[config.mk]
export PLATFORM = sky130hd
export DESIGN_NAME = lab3_cache_cache_mem_sender_flat
export DESIGN_NICKNAME = d
export VERILOG_FILES = /design/src/rtl/lab3_cache_cache_mem_sender_if.sv /design/src/rtl/lab3_cache_cache_mem_sender.sv /design/src/flat_wrapper.sv
export SDC_FILE = /design/constraint.sdc
export NUM_CORES = 1
export LEC_CHECK = 0
export CAP_MARGIN = 20
export CORE_MARGIN = 1
export CORE_UTILIZATION = 40
export DETAILED_ROUTE_END_ITERATION = 8
export PLACE_DENSITY = 0.67
export RECOVER_POWER = 100
export SLEW_MARGIN = 25
export SYNTH_ARGS = -nofsm -noshare
export SYNTH_HDL_FRONTEND = slang
export SYNTH_SLANG_ARGS = --single-unit
[constraint.sdc]
create_clock -name clk -period 3.5 [get_ports clk]
set_input_delay 0.875 -clock clk [delete_from_list [all_inputs] [get_ports clk]]
set_output_delay 0.875 -clock clk [all_outputs]
set_load 0.01 [all_outputs]
[src/rtl/lab3_cache_cache_mem_sender_if.sv]
// Shared types and the line/memory handshake bundle between the cache and the
// word sender. The package holds the 4B memory request format and the FSM state type.
package lab3_cache_cache_mem_sender_pkg;

  localparam logic [2:0] VC_MEM_REQ_MSG_TYPE_READ  = 3'd0;
  localparam logic [2:0] VC_MEM_REQ_MSG_TYPE_WRITE = 3'd1;

  typedef struct packed {
    logic [2:0]  type_;
    logic [7:0]  opaque;
    logic [31:0] addr;
    logic [1:0]  len;
    logic [31:0] data;
  } mem_req_4B_t;

  typedef enum logic [1:0] {
    IDLE      = 2'd0,
    SEND      = 2'd1,
    WAIT_RESP = 2'd2
  } state_t;

endpackage

// Handshakes: a transfer happens on a rising clk edge where val && rdy are both
// high; a producer holding val keeps its payload stable until that edge.
interface lab3_cache_cache_mem_sender_if #(
  parameter int p_num_words = 16
);
  import lab3_cache_cache_mem_sender_pkg::*;

  logic                     line_val;
  logic                     line_rdy;
  logic                     line_is_wr;
  logic [31:0]              line_addr;
  logic [32*p_num_words-1:0] line_data;

  logic                     mem_req_val;
  logic                     mem_req_rdy;
  mem_req_4B_t              mem_req_msg;

  logic                     start_receive;
  logic                     recv_done;

  state_t                   dbg_state;

  modport master (
    input  line_val, line_is_wr, line_addr, line_data, mem_req_rdy, recv_done,
    output line_rdy, mem_req_val, mem_req_msg, start_receive, dbg_state
  );

  modport slave (
    output line_val, line_is_wr, line_addr, line_data, mem_req_rdy, recv_done,
    input  line_rdy, mem_req_val, mem_req_msg, start_receive, dbg_state
  );

endinterface

[src/rtl/lab3_cache_cache_mem_sender.sv]
// Serializes one cache-line refill or writeback into p_num_words 4-byte memory
// requests, and flags the downstream receiver while a read burst is outstanding.
module lab3_cache_cache_mem_sender
  import lab3_cache_cache_mem_sender_pkg::*;
#(
  parameter int p_num_words = 16
) (
  input  logic                          clk,
  input  logic                          reset,
  lab3_cache_cache_mem_sender_if.master bus
);

  localparam int CW = $clog2(p_num_words);
  localparam int OW = $clog2(4 * p_num_words);
  localparam logic [CW-1:0] LAST      = CW'(p_num_words - 1);
  localparam logic [31:0]   ADDR_MASK = ~(32'((1 << OW) - 1));

  state_t                    state;
  state_t                    state_nxt;
  logic [CW-1:0]             cnt;
  logic                      is_wr_q;
  logic [31:0]               addr_q;
  logic [32*p_num_words-1:0] data_q;

  logic line_fire;
  logic req_fire;
  logic req_last;

  assign line_fire = bus.line_val && bus.line_rdy;
  assign req_fire  = bus.mem_req_val && bus.mem_req_rdy;
  assign req_last  = (cnt == LAST);

  always_ff @(posedge clk or negedge reset) begin
    if (!reset) begin
      state   <= IDLE;
      cnt     <= '0;
      is_wr_q <= 1'b0;
      addr_q  <= '0;
      data_q  <= '0;
    end else begin
      state <= state_nxt;
      if (line_fire) begin
        is_wr_q <= bus.line_is_wr;
        addr_q  <= bus.line_addr & ADDR_MASK;
        data_q  <= bus.line_data;
        cnt     <= '0;
      end else if (req_fire) begin
        cnt <= req_last ? '0 : cnt + 1'b1;
      end
    end
  end

  // Outputs are qualified with reset so nothing is asserted while reset is low,
  // even though the state register already sits in IDLE.
  always_comb begin
    state_nxt             = state;
    bus.line_rdy          = 1'b0;
    bus.mem_req_val       = 1'b0;
    bus.start_receive     = 1'b0;
    bus.mem_req_msg       = '0;
    bus.dbg_state         = state;

    case (state)
      IDLE: begin
        bus.line_rdy = reset;
        if (bus.line_val) state_nxt = SEND;
      end
      SEND: begin
        bus.mem_req_val       = reset;
        bus.start_receive     = reset && !is_wr_q;
        bus.mem_req_msg.type_ = is_wr_q ? VC_MEM_REQ_MSG_TYPE_WRITE
                                        : VC_MEM_REQ_MSG_TYPE_READ;
        bus.mem_req_msg.opaque = {{(8-CW){1'b0}}, cnt};
        bus.mem_req_msg.addr   = addr_q + {{(30-CW){1'b0}}, cnt, 2'b00};
        bus.mem_req_msg.len    = 2'd0;
        bus.mem_req_msg.data   = is_wr_q ? data_q[{cnt, 5'b00000} +: 32] : 32'b0;
        if (bus.mem_req_rdy && req_last) state_nxt = is_wr_q ? IDLE : WAIT_RESP;
      end
      WAIT_RESP: begin
        bus.start_receive = reset;
        if (bus.recv_done) state_nxt = IDLE;
      end
      default: state_nxt = IDLE;
    endcase

    if (!reset) bus.mem_req_msg = '0;
  end

endmodule

[src/flat_wrapper.sv]
// flat-port wrapper written by rule: the top's interface ports become plain ports
module lab3_cache_cache_mem_sender_flat import lab3_cache_cache_mem_sender_pkg::*;
#(
  parameter int p_num_words = 16
)
  (clk, reset, bus_line_val, bus_line_is_wr, bus_line_addr, bus_line_data, bus_mem_req_rdy, bus_recv_done, bus_line_rdy, bus_mem_req_val, bus_mem_req_msg, bus_start_receive, bus_dbg_state);
  lab3_cache_cache_mem_sender_if #(.p_num_words(p_num_words)) bus_i ();
  input  logic clk;
  input  logic reset;
  input wire logic [$bits(bus_i.line_val)-1:0] bus_line_val;
  input wire logic [$bits(bus_i.line_is_wr)-1:0] bus_line_is_wr;
  input wire logic [$bits(bus_i.line_addr)-1:0] bus_line_addr;
  input wire logic [$bits(bus_i.line_data)-1:0] bus_line_data;
  input wire logic [$bits(bus_i.mem_req_rdy)-1:0] bus_mem_req_rdy;
  input wire logic [$bits(bus_i.recv_done)-1:0] bus_recv_done;
  output wire logic [$bits(bus_i.line_rdy)-1:0] bus_line_rdy;
  output wire logic [$bits(bus_i.mem_req_val)-1:0] bus_mem_req_val;
  output wire logic [$bits(bus_i.mem_req_msg)-1:0] bus_mem_req_msg;
  output wire logic [$bits(bus_i.start_receive)-1:0] bus_start_receive;
  output wire logic [$bits(bus_i.dbg_state)-1:0] bus_dbg_state;
  assign bus_i.line_val = bus_line_val;
  assign bus_i.line_is_wr = bus_line_is_wr;
  assign bus_i.line_addr = bus_line_addr;
  assign bus_i.line_data = bus_line_data;
  assign bus_i.mem_req_rdy = bus_mem_req_rdy;
  assign bus_i.recv_done = bus_recv_done;
  assign bus_line_rdy = bus_i.line_rdy;
  assign bus_mem_req_val = bus_i.mem_req_val;
  assign bus_mem_req_msg = bus_i.mem_req_msg;
  assign bus_start_receive = bus_i.start_receive;
  assign bus_dbg_state = bus_i.dbg_state;
  lab3_cache_cache_mem_sender #(.p_num_words(p_num_words)) u_core (.clk(clk), .reset(reset), .bus(bus_i));
endmodule
==> impl_results.md <==
- Status: complete, no violations
- Vias/cell: 5.35
- Vias in the first global route: 17612
- Total power: 0.0275 W
- Final period util: 99.0%
- Synth area leader: dfrtp_1
- Die area: 62800 um2
- Achievable Freq: 0.289 GHz
- First DRT Iteration DRCs: 879
- TNS Setup: 0 ps
- CTS tree: yes
- RSZ-0062 raised after global routing: true
- Initial Util: 40.7%
- Drt total wl: 78700 um
- First-pass GRT wire length: 115000 um
- # nets final: 2765
- I/O pins: 632
- WP data arrival: 2590 ps
- GRT Util Overall: 24.9%
- Minimum clock period: 3470 ps
- Setup ws final: 34.6 ps
- Placed Area: 32000 um2
- Post-route ant nets: 0
- R2R depth: 6
- H-tree levels: 2
- Final Skew: 21.5 ps
- Slew headroom: 9.56%
- Seq/Total Area, Yosys: 55.2%
- Synth top area cells: dfrtp_1, mux2_2, mux4_2
- Core area: 60700 um2
- Area delta synth->final: 38.5%
- Crit Path Class: flip-flop to primary output
- Clk_lat worst skew: 620 ps
- Pwr Density: 803 nW/um2
- Largest net degree at the start of global routing: 181
- Post-synth top area share: 55.2%
- Share of cells above drive strength 1: 39.2%
- Yosys cell types: 29
- Placer Congestion: 0.832
- Post-route cell area: 34200 um2
- Hold Worst Slack: 45.4 ps
- Port Buffers: 615
- HPWL after DPL: 57900 um
- CP Capture Type: primary output
- Most frequent cells in the layout: clkdlybuf4s50_1, dfrtp_1, mux2_2, mux4_2, nand3_1
- Ys Warns: 0
- Final hold vios: 0
- # hold bufs at CTS: 0
- Final setup viols: 0
- Layout filler cell count: 4894
- Final Max Slew Viols: 0
- Die W: 251 um
- Clk slew on worst S/H paths: 70 ps
- Leakage power: 13.8 nW
- Post-Syn Instances: 1581
- FP Rows: 90
- Worst Setup Start Kind: flip-flop
- Longest Clk Path Bufs: 3
- Worst slack, placed: 169 ps
- Vias: 16309
- Worst slew pin tran: 1360 ps
- Wire length per cell: 25.8 um
- TritonCTS Buffers: 58
- Maxcap violations: 0
- CTS root buf: clkbuf_16
- Drt pass-1 iters: 5
- CP Data Required Time: 2620 ps
- Clock Sinks: 545
- Syn Std Cell Area: 24700 um2
- Yosys reg bits: 545
- Avg Synthesized Cell Area: 15.6 um2
- Die height: 251 um
- Antenna violations before repair: 21
- Most common cell after layout, fill and taps aside: clkdlybuf4s50_1
- Maximum vdd ir drop: 0.374 mV
- DRC Markers: 0
- CP max FO: 10
- Remaining global-route overflow: 0
- Hold Path Class: primary input to async pin
[logic make-up after synthesis]
logic type | synth area share [%]
muxes | 36.3
DFF | 55.2
and+or+nand+nor | 4.52
buffers and inverters | 3.46
AOI/OAI and AO/OA | 0.213
adders and majority gates | 0.253
other | 0.0152
xor gates and xnor gates | 0.0354
[cell type report]
cell class	instances	area, um2	area share, %
clock buffer	83	1720	5.01
antenna	12	30.0	0.0877
inverter	5	18.8	0.0548
multi-input combinational	899	10500	30.6
timing repair buffer	701	7140	20.9
sequential	545	13600	39.9
clock inverter	21	225	0.658
tap	782	978	2.86
[sequential cells by signal, indices dropped and copies added, names as in the netlist]
name,flops
u_core.addr_q,26
u_core.cnt,4
u_core.bus.dbg_state,2
u_core.is_wr_q,1
u_core.data_q,512
[final timing paths]
kind	slack [ps]	from	to
min in group clk	480	u_core.data_q[369]$_DFFE_PN0P_	u_core.data_q[369]$_DFFE_PN0P_
max in group asynchronous	430	reset	u_core.data_q[337]$_DFFE_PN0P_
worst min register to register	480	u_core.data_q[369]$_DFFE_PN0P_	u_core.data_q[369]$_DFFE_PN0P_
worst max register to register	180	u_core.bus.dbg_state[1]$_DFFE_PN0P_	u_core.data_q[10]$_DFFE_PN0P_
worst max-delay path	30	u_core.cnt[0]$_DFFE_PN0P_	bus_mem_req_msg[1]
worst min-delay path	50	reset	u_core.cnt[3]$_DFFE_PN0P_
[per-stage QoR]
step | std cells | utilization [%]
after floorplan | 1590 | -
after global placement | 2907 | 52.6
after detailed placement | 2907 | 52.6
after CTS | 3032 | 56.7
after global routing | 3048 | 56.4
final | 3048 | 56.4
[worst max-delay path: stages (launching register included)]
cell     delay (ps)
dfrtp_4         510
buf_12          150
buf_16          150
buf_6           130
buf_6           110
mux4_2          480
nand3_2          80
nand4_1         160
buf_4           220
[where the power goes]
part | internal (W) | switching (W)
Sequential | 0.00952 | 0.00165
Combinational | 0.00603 | 0.00400
Clock | 0.00369 | 0.00260
[repair_timing]
item | in CTS | in global routing
pin swaps | 7 | 1
buffers inserted | 16 | 2
gates cloned | 5 | 2
setup endpoints to repair | 41 | 26
resized for setup | 139 | 34
[synthesized netlist by cell type (all sizes together)]
| library cell | instances |
|---|---|
| dfrtp | 545 |
| mux2 | 541 |
| nand3 | 129 |
| mux4 | 128 |
| buf | 106 |
| clkbuf | 35 |
| nand4 | 34 |
| and3 | 32 |
| ha | 5 |
| inv | 4 |
| a21oi | 3 |
| nor2 | 3 |
| and2 | 2 |
| nand2 | 2 |
| nor2b | 2 |
| a222oi | 1 |
| a311o | 1 |
| and4 | 1 |
| clkinv | 1 |
| conb | 1 |
| mux2i | 1 |
| o211a | 1 |
| o31ai | 1 |
| or4 | 1 |
| xnor2 | 1 |
[routing by layer]
layer  track usage [%]  routed length [um]  part of all wire, %
met5                 0                  98                 0.12
met4              8.34                2210                  2.8
met3              6.48                5410                  6.9
met2              41.9               39500                   50
met1              31.0               31400                   40
Note: power is estimated with default switching activity, not from simulation.
